### src/rtl/dmp_domain_unit.sv
// JITDomain domain-memory-protection unit: domain-tagged TOR regions, registered checks, drain-then-switch FSM.
// Build macro DMP_SHARED_DOMAIN_EN makes the all-ones domain accessible from every current domain.
module dmp_domain_unit #(
    parameter int unsigned NR_ENTRIES = 8,
    parameter int unsigned DOM_W      = 2,
    parameter int unsigned PLEN       = 34,
    parameter int unsigned MAX_OUTST  = 4
) (
    input  logic                                                   clk_i,
    input  logic                                                   rst_i,
    input  logic                                                   csr_we_i,
    input  logic                                                   csr_sel_i,
    input  logic [((NR_ENTRIES > 1) ? $clog2(NR_ENTRIES) : 1)-1:0] csr_idx_i,
    input  logic [PLEN-3:0]                                        csr_wdata_i,
    output logic [PLEN-3:0]                                        csr_rdata_o,
    input  logic                                                   switch_req_i,
    input  logic [DOM_W-1:0]                                       switch_dom_i,
    output logic                                                   switch_ack_o,
    output logic [DOM_W-1:0]                                       cur_dom_o,
    input  logic                                                   chk_valid_i,
    output logic                                                   chk_ready_o,
    input  logic [PLEN-1:0]                                        chk_addr_i,
    output logic                                                   chk_rvalid_o,
    output logic                                                   chk_allow_o,
    input  logic                                                   txn_done_i
);

    localparam int unsigned AW    = PLEN - 2;
    localparam int unsigned CFG_W = DOM_W + 2;
    localparam int unsigned CNT_W = $clog2(MAX_OUTST + 1);

    typedef logic [AW-1:0]    word_t;
    typedef logic [CFG_W-1:0] cfg_t;
    typedef enum logic [1:0] {IDLE, DRAIN, SWITCH} state_e;

    word_t            addr_q [NR_ENTRIES];
    word_t            addr_d [NR_ENTRIES];
    cfg_t             cfg_q  [NR_ENTRIES];
    cfg_t             cfg_d  [NR_ENTRIES];
    word_t            base   [NR_ENTRIES];
    logic             tor_lock [NR_ENTRIES];
    word_t            rdata_q, rdata_d;
    logic [CNT_W-1:0] cnt_q, cnt_d;
    logic             rvalid_q, allow_q;
    state_e           state_q;
    logic [DOM_W-1:0] tgt_q, cur_dom_q;
    logic             ack_q;

    logic             idx_ok;
    logic             accept;
    logic             hit, shared_hit, allow_c;
    logic [DOM_W-1:0] hit_dom;
    word_t            chk_word;
    logic             unused_addr_lsb;

    assign chk_word        = chk_addr_i[PLEN-1:2];
    assign unused_addr_lsb = ^chk_addr_i[1:0];
    assign idx_ok          = 32'(csr_idx_i) < NR_ENTRIES;

    // TOR base of entry i is addr[i-1]; entry i+1's lock also protects addr[i].
    always_comb begin
        for (int unsigned i = 0; i < NR_ENTRIES; i++) begin
            base[i]     = '0;
            tor_lock[i] = 1'b0;
        end
        for (int unsigned i = 1; i < NR_ENTRIES; i++) begin
            base[i]       = addr_q[i-1];
            tor_lock[i-1] = cfg_q[i][CFG_W-1];
        end
    end

    always_comb begin
        addr_d = addr_q;
        cfg_d  = cfg_q;
        if (csr_we_i && idx_ok && !cfg_q[csr_idx_i][CFG_W-1]) begin
            if (csr_sel_i) begin
                cfg_d[csr_idx_i] = csr_wdata_i[CFG_W-1:0];
            end else if (!tor_lock[csr_idx_i]) begin
                addr_d[csr_idx_i] = csr_wdata_i;
            end
        end
    end

    // Readback uses the post-write value so a write is visible on the next cycle.
    always_comb begin
        rdata_d = '0;
        if (idx_ok) begin
            rdata_d = csr_sel_i ? AW'(cfg_d[csr_idx_i]) : addr_d[csr_idx_i];
        end
    end

    always_comb begin
        hit     = 1'b0;
        hit_dom = '0;
        for (int unsigned i = 0; i < NR_ENTRIES; i++) begin
            if (!hit && (chk_word >= base[i]) && (chk_word < addr_q[i])) begin
                hit     = 1'b1;
                hit_dom = cfg_q[i][DOM_W-1:0];
            end
        end
    end

`ifdef DMP_SHARED_DOMAIN_EN
    assign shared_hit = (hit_dom == '1);
`else
    assign shared_hit = 1'b0;
`endif

    assign allow_c     = !hit || (hit_dom == cur_dom_q) || shared_hit;
    assign chk_ready_o = (state_q == IDLE) && (cnt_q < CNT_W'(MAX_OUTST));
    assign accept      = chk_valid_i && chk_ready_o;

    always_comb begin
        cnt_d = cnt_q;
        if ((accept && allow_c) && !(txn_done_i && (cnt_q != '0))) begin
            cnt_d = cnt_q + 1'b1;
        end else if (!(accept && allow_c) && txn_done_i && (cnt_q != '0)) begin
            cnt_d = cnt_q - 1'b1;
        end
    end

    always_ff @(posedge clk_i or posedge rst_i) begin
        if (rst_i) begin
            for (int unsigned i = 0; i < NR_ENTRIES; i++) begin
                addr_q[i] <= '0;
                cfg_q[i]  <= '0;
            end
            rdata_q  <= '0;
            cnt_q    <= '0;
            rvalid_q <= 1'b0;
            allow_q  <= 1'b0;
        end else begin
            addr_q   <= addr_d;
            cfg_q    <= cfg_d;
            rdata_q  <= rdata_d;
            cnt_q    <= cnt_d;
            rvalid_q <= accept;
            allow_q  <= accept && allow_c;
        end
    end

    // Domain and ack are registered on the DRAIN->SWITCH edge so both appear in the SWITCH cycle.
    always_ff @(posedge clk_i or posedge rst_i) begin
        if (rst_i) begin
            state_q   <= IDLE;
            tgt_q     <= '0;
            cur_dom_q <= '0;
            ack_q     <= 1'b0;
        end else begin
            ack_q <= 1'b0;
            unique case (state_q)
                IDLE: begin
                    if (switch_req_i) begin
                        tgt_q   <= switch_dom_i;
                        state_q <= DRAIN;
                    end
                end
                DRAIN: begin
                    if ((cnt_q == '0) && !rvalid_q) begin
                        cur_dom_q <= tgt_q;
                        ack_q     <= 1'b1;
                        state_q   <= SWITCH;
                    end
                end
                SWITCH: state_q <= IDLE;
                default: state_q <= IDLE;
            endcase
        end
    end

    assign csr_rdata_o  = rdata_q;
    assign switch_ack_o = ack_q;
    assign cur_dom_o    = cur_dom_q;
    assign chk_rvalid_o = rvalid_q;
    assign chk_allow_o  = allow_q;

endmodule

### config.mk
export PLATFORM = sky130hd
export DESIGN_NAME = dmp_domain_unit
export DESIGN_NICKNAME = d
export VERILOG_FILES = /design/src/rtl/dmp_domain_unit.sv
export SDC_FILE = /design/constraint.sdc
export NUM_CORES = 1
export LEC_CHECK = 0
export ABC_CLOCK_PERIOD_IN_PS = 11900
export CAP_MARGIN = 30
export CORE_ASPECT_RATIO = 1.2
export CORE_MARGIN = 5
export CORE_UTILIZATION = 61
export DETAILED_ROUTE_END_ITERATION = 7
export PLACE_DENSITY_LB_ADDON = 0.3
export SLEW_MARGIN = 20
export SYNTH_ARGS = -nofsm -noshare
export SYNTH_HDL_FRONTEND = slang
export SYNTH_SLANG_ARGS = --single-unit
### constraint.sdc
create_clock -name clk_i -period 11.9 [get_ports clk_i]
set_input_delay 1.785 -clock clk_i [delete_from_list [all_inputs] [get_ports clk_i]]
set_output_delay 1.785 -clock clk_i [all_outputs]
set_load 0.005 [all_outputs]
== After elaboration in Yosys (flattened, before gate mapping) ==
Cells that the tools add are included.
Word-level totals
  word-level logic and storage cells: 142
  flip-flop bits (word level): 332
Cells by class
  equality and inequality tests: 4
  magnitude comparators: 19
  mux-type cells: 47
  reductions and logical operators: 45
  add/sub/neg operators: 2
  bitwise operators: 1
Operators with widths (number)
  two-way mux 256 bit: 3
  bitwise mux 256 bit: 1
  less-than comparator 32 bit: 8
  >= comparator 32 bit: 7
  two-way mux 32 bit: 6
  binary-select mux 32 bit (select 3 bit): 1
  demux 32 bit (select 3 bit): 1
  bitwise mux 32 bit: 1
  >= comparator 32 x 1 -> 1 bit, second input constant: 1
  logical AND 1 bit: 25
  binary-select mux 4 bit (select 3 bit): 2
  two-way mux 2 bit: 10
  two-way mux 4 bit: 5
  demux 4 bit (select 3 bit): 1
  zero test 1 bit: 12
  two-way mux 1 bit: 12
  two-way mux 3 bit: 2
  AND reduction 2 bit: 3
  >= comparator 4 bit, second input constant: 1
  less-than comparator 4 x 1 -> 1 bit, second input constant: 1
  inequality test 2 bit, second input constant: 2
  NOT 3 -> 4 bit: 1
  one-hot mux 2 bit (2 select lines): 1
  adder 3 x 1 -> 3 bit, second input constant: 1
  other kinds (10): 10

== Longest topological paths before layout ==
  depth after elaboration: 39
  mapped depth: 18
  gate-level depth less buffers: 18

== Least setup slack after synthesis ==
No wires, ideal clock.
  path type: input -> register
  start point: in chk_addr_i[17]
  end point: reg cnt_q[1]
  library setup time: 132 ps
  stages: 17
  arrival time: 5588 ps
  data required time: 11768 ps
  path slack: 6180 ps
  buffers on the path: 0
  cells stage by stage: ha_1 > and4_1 > nand3_1 > a2111o_1 > a41oi_2 > o22ai_1 > or4b_4 > or4_4 > nand2_1 > mux2i_1 > nor3_2 > nand2_1 > fa_1 > inv_1 > o22ai_1 > o211ai_2 > or3b_1
Between the ends
  elaborated cells between the ends (all ways): 64
RTL lines
  start, declared: line 22  | input logic [PLEN-1:0] chk_addr_i,
  >= comparator 32 x 1 -> 1 bit or less-than comparator 32 bit (tied branches): line 96  | if (!hit && (chk_word >= base[i]) && (chk_word < addr_q[i])) begin
  logical AND 1 bit: line 96
  two-way mux 1 bit: line 96
  zero test 1 bit: line 96
  logical AND 1 bit (2 in series): line 96
  two-way mux 1 bit: line 96
  zero test 1 bit: line 96
  logical AND 1 bit (2 in series): line 96
  [17 not listed]
  zero test 1 bit: line 96
  logical AND 1 bit (2 in series): line 96
  two-way mux 2 bit or two-way mux 1 bit (tied branches): line 96
  equality test 2 bit or zero test 1 bit (tied branches): line 109  | assign allow_c = !hit || (hit_dom == cur_dom_q) || shared_hit;
  logical OR 1 bit *: line 109
  logical AND 1 bit * (2 in series): line 115  | if ((accept && allow_c) && !(txn_done_i && (cnt_q != '0))) begin
  two-way mux 3 bit *: line 115
  net cnt_d[1]: line 43  | logic [CNT_W-1:0] cnt_q, cnt_d;
  end signal, assigned: line 136  | cnt_q <= cnt_d;
  end, declared: line 43
Mark *: on every way through the listed nets, which the timed path passes. The rest lies on a longest branch.
A chain may end at the register's enable or synchronous reset.

== Final worst setup path ==
  start point: in chk_addr_i[33]
  end point: reg cnt_q[1]
Same word-level chain as after synthesis.

==> results.yml <==
outcome:
  outcome: "finished, final reports clean"
final_layout:
  fin_util_pct: 70.3
  final_common_cell: "dfrtp_1"
  drive_gt1_share_pct: 18.0
  area_delta_synth_final_pct: 14.4
  n_fill_cell: 2474
  mostFrequentLayoutCells: "dfrtp_1 (332), mux2_2 (275), inv_1 (262), ha_1 (254), clkdlybuf4s50_1 (113)"
  nets: 2386
cts:
  cts_root_buf: "clkbuf_16"
  cts_tree: "yes"
  cts_buffers: 36
  clkSinkCount: 332
  htree_num_levels: 2
  insertion_delay_ps: 540
  clockBufferDepth: 3
  postCtsHoldBufs: 0
  cts-resized-gates: 0
  cts_setup_buffers: 0
  clk_pin_slew_ps: 60
route:
  wl_per_cell_um: 23.4
  drtIter0Drc: 1245
  maxUsedRoutingLayer: "met4"
  wl_met1_mm: 23.4
  route.met3.wl_mm: 3.94
  viasPerCell: 6.36
  drtPass1Iterations: 7
  drc_errors: 0
  routed_wl_mm: 59.1
  vias: 16063
  antenna_left: 0
  wl_met2_mm: 27.8
floorplanning:
  design.core.area_um2: 33100
  row_count: 73
  fp.dieH_um: 210
  dieWidth_um: 177
  io_pins: 116
  dieArea_um2: 37100
  start_util_pct: 61.4
critical_path:
  crit_path_end: "cnt_q[1]"
  setup.worst_path.start_class: "primary input"
  arrival_ps: 7550
  r2r_cells: 18
  r2r_slack_ps: 6430
  r2r-end: "cnt_q[1]"
  r2r_start: "addr_q[190]"
  cp-startpoint: "chk_addr_i[33]"
  worstSetupPathType: "primary input to register"
  crit_required_ps: 12310
  path_max_fanout: 8
  worstSetupEndpointType: "register"
sta:
  grt_setup_unrepaired: "no"
  period_share_pct: 60.0
  worst-slew-pin-transition_ps: 1000
  setup_ws_ps: 4770
  slew_headroom_pct: 32.8
  fin_setup_tns_ps: 0
  timing.fmax_ghz: 0.140
  layout_min_cycle_time_ps: 7130
  slew_viol_final: 0
  hold_violations: 0
  fin_worst_skew_ps: 25.5
  setup_viol: 0
placement:
  pre_cts_ws_ps: 4310
  io_buffer_count: 113
  dp_hpwl_mm: 40.7
  place.gp.congestion: 0.935
synthesis:
  syn_avg_cell_area_um2: 10.5
  synthArstFlopShare_pct: 100
  synth_fp_nets: 2274
  ys_ff_latch: 332
  synth-main-ff-cell: "dfrtp_1"
  synthesis.instances: 1941
  ys_warn_count: 0
  ys_seq_area_share_pct: 40.9
  synthesis.area_um2: 20300
  synth_cell_type_count: 67
  synth_edf_count: 0
min_path:
  hold_depth: 1
  worst_hold_path_type: "register to register"
global_routing:
  grt-ovfl-total: 0
  grt_pass1_vias: 16803
  antenna_found_initial: 1
  grt_pass1_wl_mm: 92.2
  grt_max_degree: 105
  grt_use_total_pct: 31.8
power:
  powerDensity_nw_per_um2: 178
  vdd_drop_max_uv: 161
  power.total_mw: 4.14
  p_leak_nw: 11.0
job:
  drv_cap: 0
-- metal layers --
| layer | vias up | track usage (%) |
|---|---|---|
| met5 | - | 0 |
| met4 | 0 | 18.1 |
| met3 | 213 | 4.31 |
| met2 | 666 | 52.1 |
| met1 | 7942 | 40.6 |
| li1 | 7242 | - |
-- sequential cells by signal, indices dropped and copies added (netlist names) --
register / flops
cfg_q: 32
tgt_q: 2
csr_rdata_o: 32
state_q: 2
cnt_q: 3
switch_ack_o: 1
cur_dom_o: 2
chk_rvalid_o: 1
addr_q: 256
chk_allow_o: 1
-- through the flow --
stage,hold slack [ps],area (um2),cells
CTS,484,23200,2524
global placement,468,21900,2459
floorplan,446,20300,1941
finish,482,23200,2527
global route,510,23200,2527
detailed placement,471,22000,2463
-- synthesized netlist by cell type, types with 4 or more instances --
cell / instances / area [um2]
buf_1: 26 / 97.6
o21a_1: 6 / 45.0
o22ai_1: 88 / 551
nand4_1: 36 / 225
nand2_1: 87 / 327
a21o_1: 30 / 225
nand2b_1: 9 / 56.3
o211a_1: 9 / 90.1
a221oi_1: 6 / 52.6
dfrtp_1: 332 / 8310
and2_1: 5 / 31.3
a211oi_1: 17 / 128
o31ai_1: 4 / 30.0
o211ai_1: 13 / 97.6
mux2i_1: 4 / 40.0
mux2_2: 275 / 3100
a21oi_1: 89 / 445
inv_1: 263 / 987
nor2_1: 69 / 259
nand3_1: 25 / 125
nor2b_1: 12 / 75.1
a31oi_1: 6 / 37.5
mux2_1: 9 / 101
nor3_1: 32 / 160
o21ai_0: 62 / 310
and4_1: 7 / 61.3
clkbuf_1: 38 / 143
a22oi_1: 24 / 180
a2111oi_0: 7 / 61.3
nor3b_1: 21 / 158
a221o_1: 4 / 40.0
and3_1: 6 / 37.5
nor4_1: 15 / 93.8
ha_1: 254 / 3180
-- area by class of cell --
type | instances | area [um2] | share of cell area (%)
timing repair buffer | 139 | 1410 | 6.06
multi-input combinational | 1281 | 10800 | 46.5
clock inverter | 11 | 133 | 0.571
tap | 450 | 563 | 2.42
sequential | 332 | 8310 | 35.8
inverter | 263 | 995 | 4.28
clock buffer | 50 | 1020 | 4.41
antenna | 1 | 2.50 | 0.0108
-- worst min path at each step --
stage                 to  startpoint  slack, ps
2_1_floorplan  cfg_q[31]   cfg_q[31]        450
3_3_place_gp   cfg_q[31]   cfg_q[31]        470
3_5_place_dp   cfg_q[31]   cfg_q[31]        470
4_1_cts        cfg_q[31]   cfg_q[31]        480
5_1_grt        cfg_q[31]   cfg_q[31]        510
6_report       cfg_q[31]   cfg_q[31]        480
-- critical path, cell delays in order --
cell,delay (ps)
clkdlybuf4s50_1,660
ha_1,470
nand4_1,200
nor3_1,570
nand4_1,410
a41oi_2,380
o22ai_1,170
or4b_4,580
or2_1,270
o32ai_1,300
mux2i_1,240
nor3_2,300
nand2_1,110
fa_1,480
inv_1,80
o22ai_1,90
o211ai_2,70
or3b_1,360
-- power breakdown --
part / internal (mW) / switching (mW) / leakage (nW)
clock network: 0.665 / 0.468 / 0.571
logic: 0.645 / 0.764 / 6.37
registers: 1.43 / 0.167 / 4.11
-- cells by family (layout without fill, tap and decap cells) --
family	count (synthesis)	after routing	synth area share [%]
multiplexers	289	289	16.1
XOR/XNOR	4	4	0.173
buffers and inverters	328	463	6.07
adder cells (fa/ha/maj)	255	255	15.7
flip-flops	332	332	40.9
AND/OR/NAND/NOR	342	342	8.63
AO/OA/AOI/OAI	391	391	12.4
other	0	1	0
(Power assumes the default switching activity.)
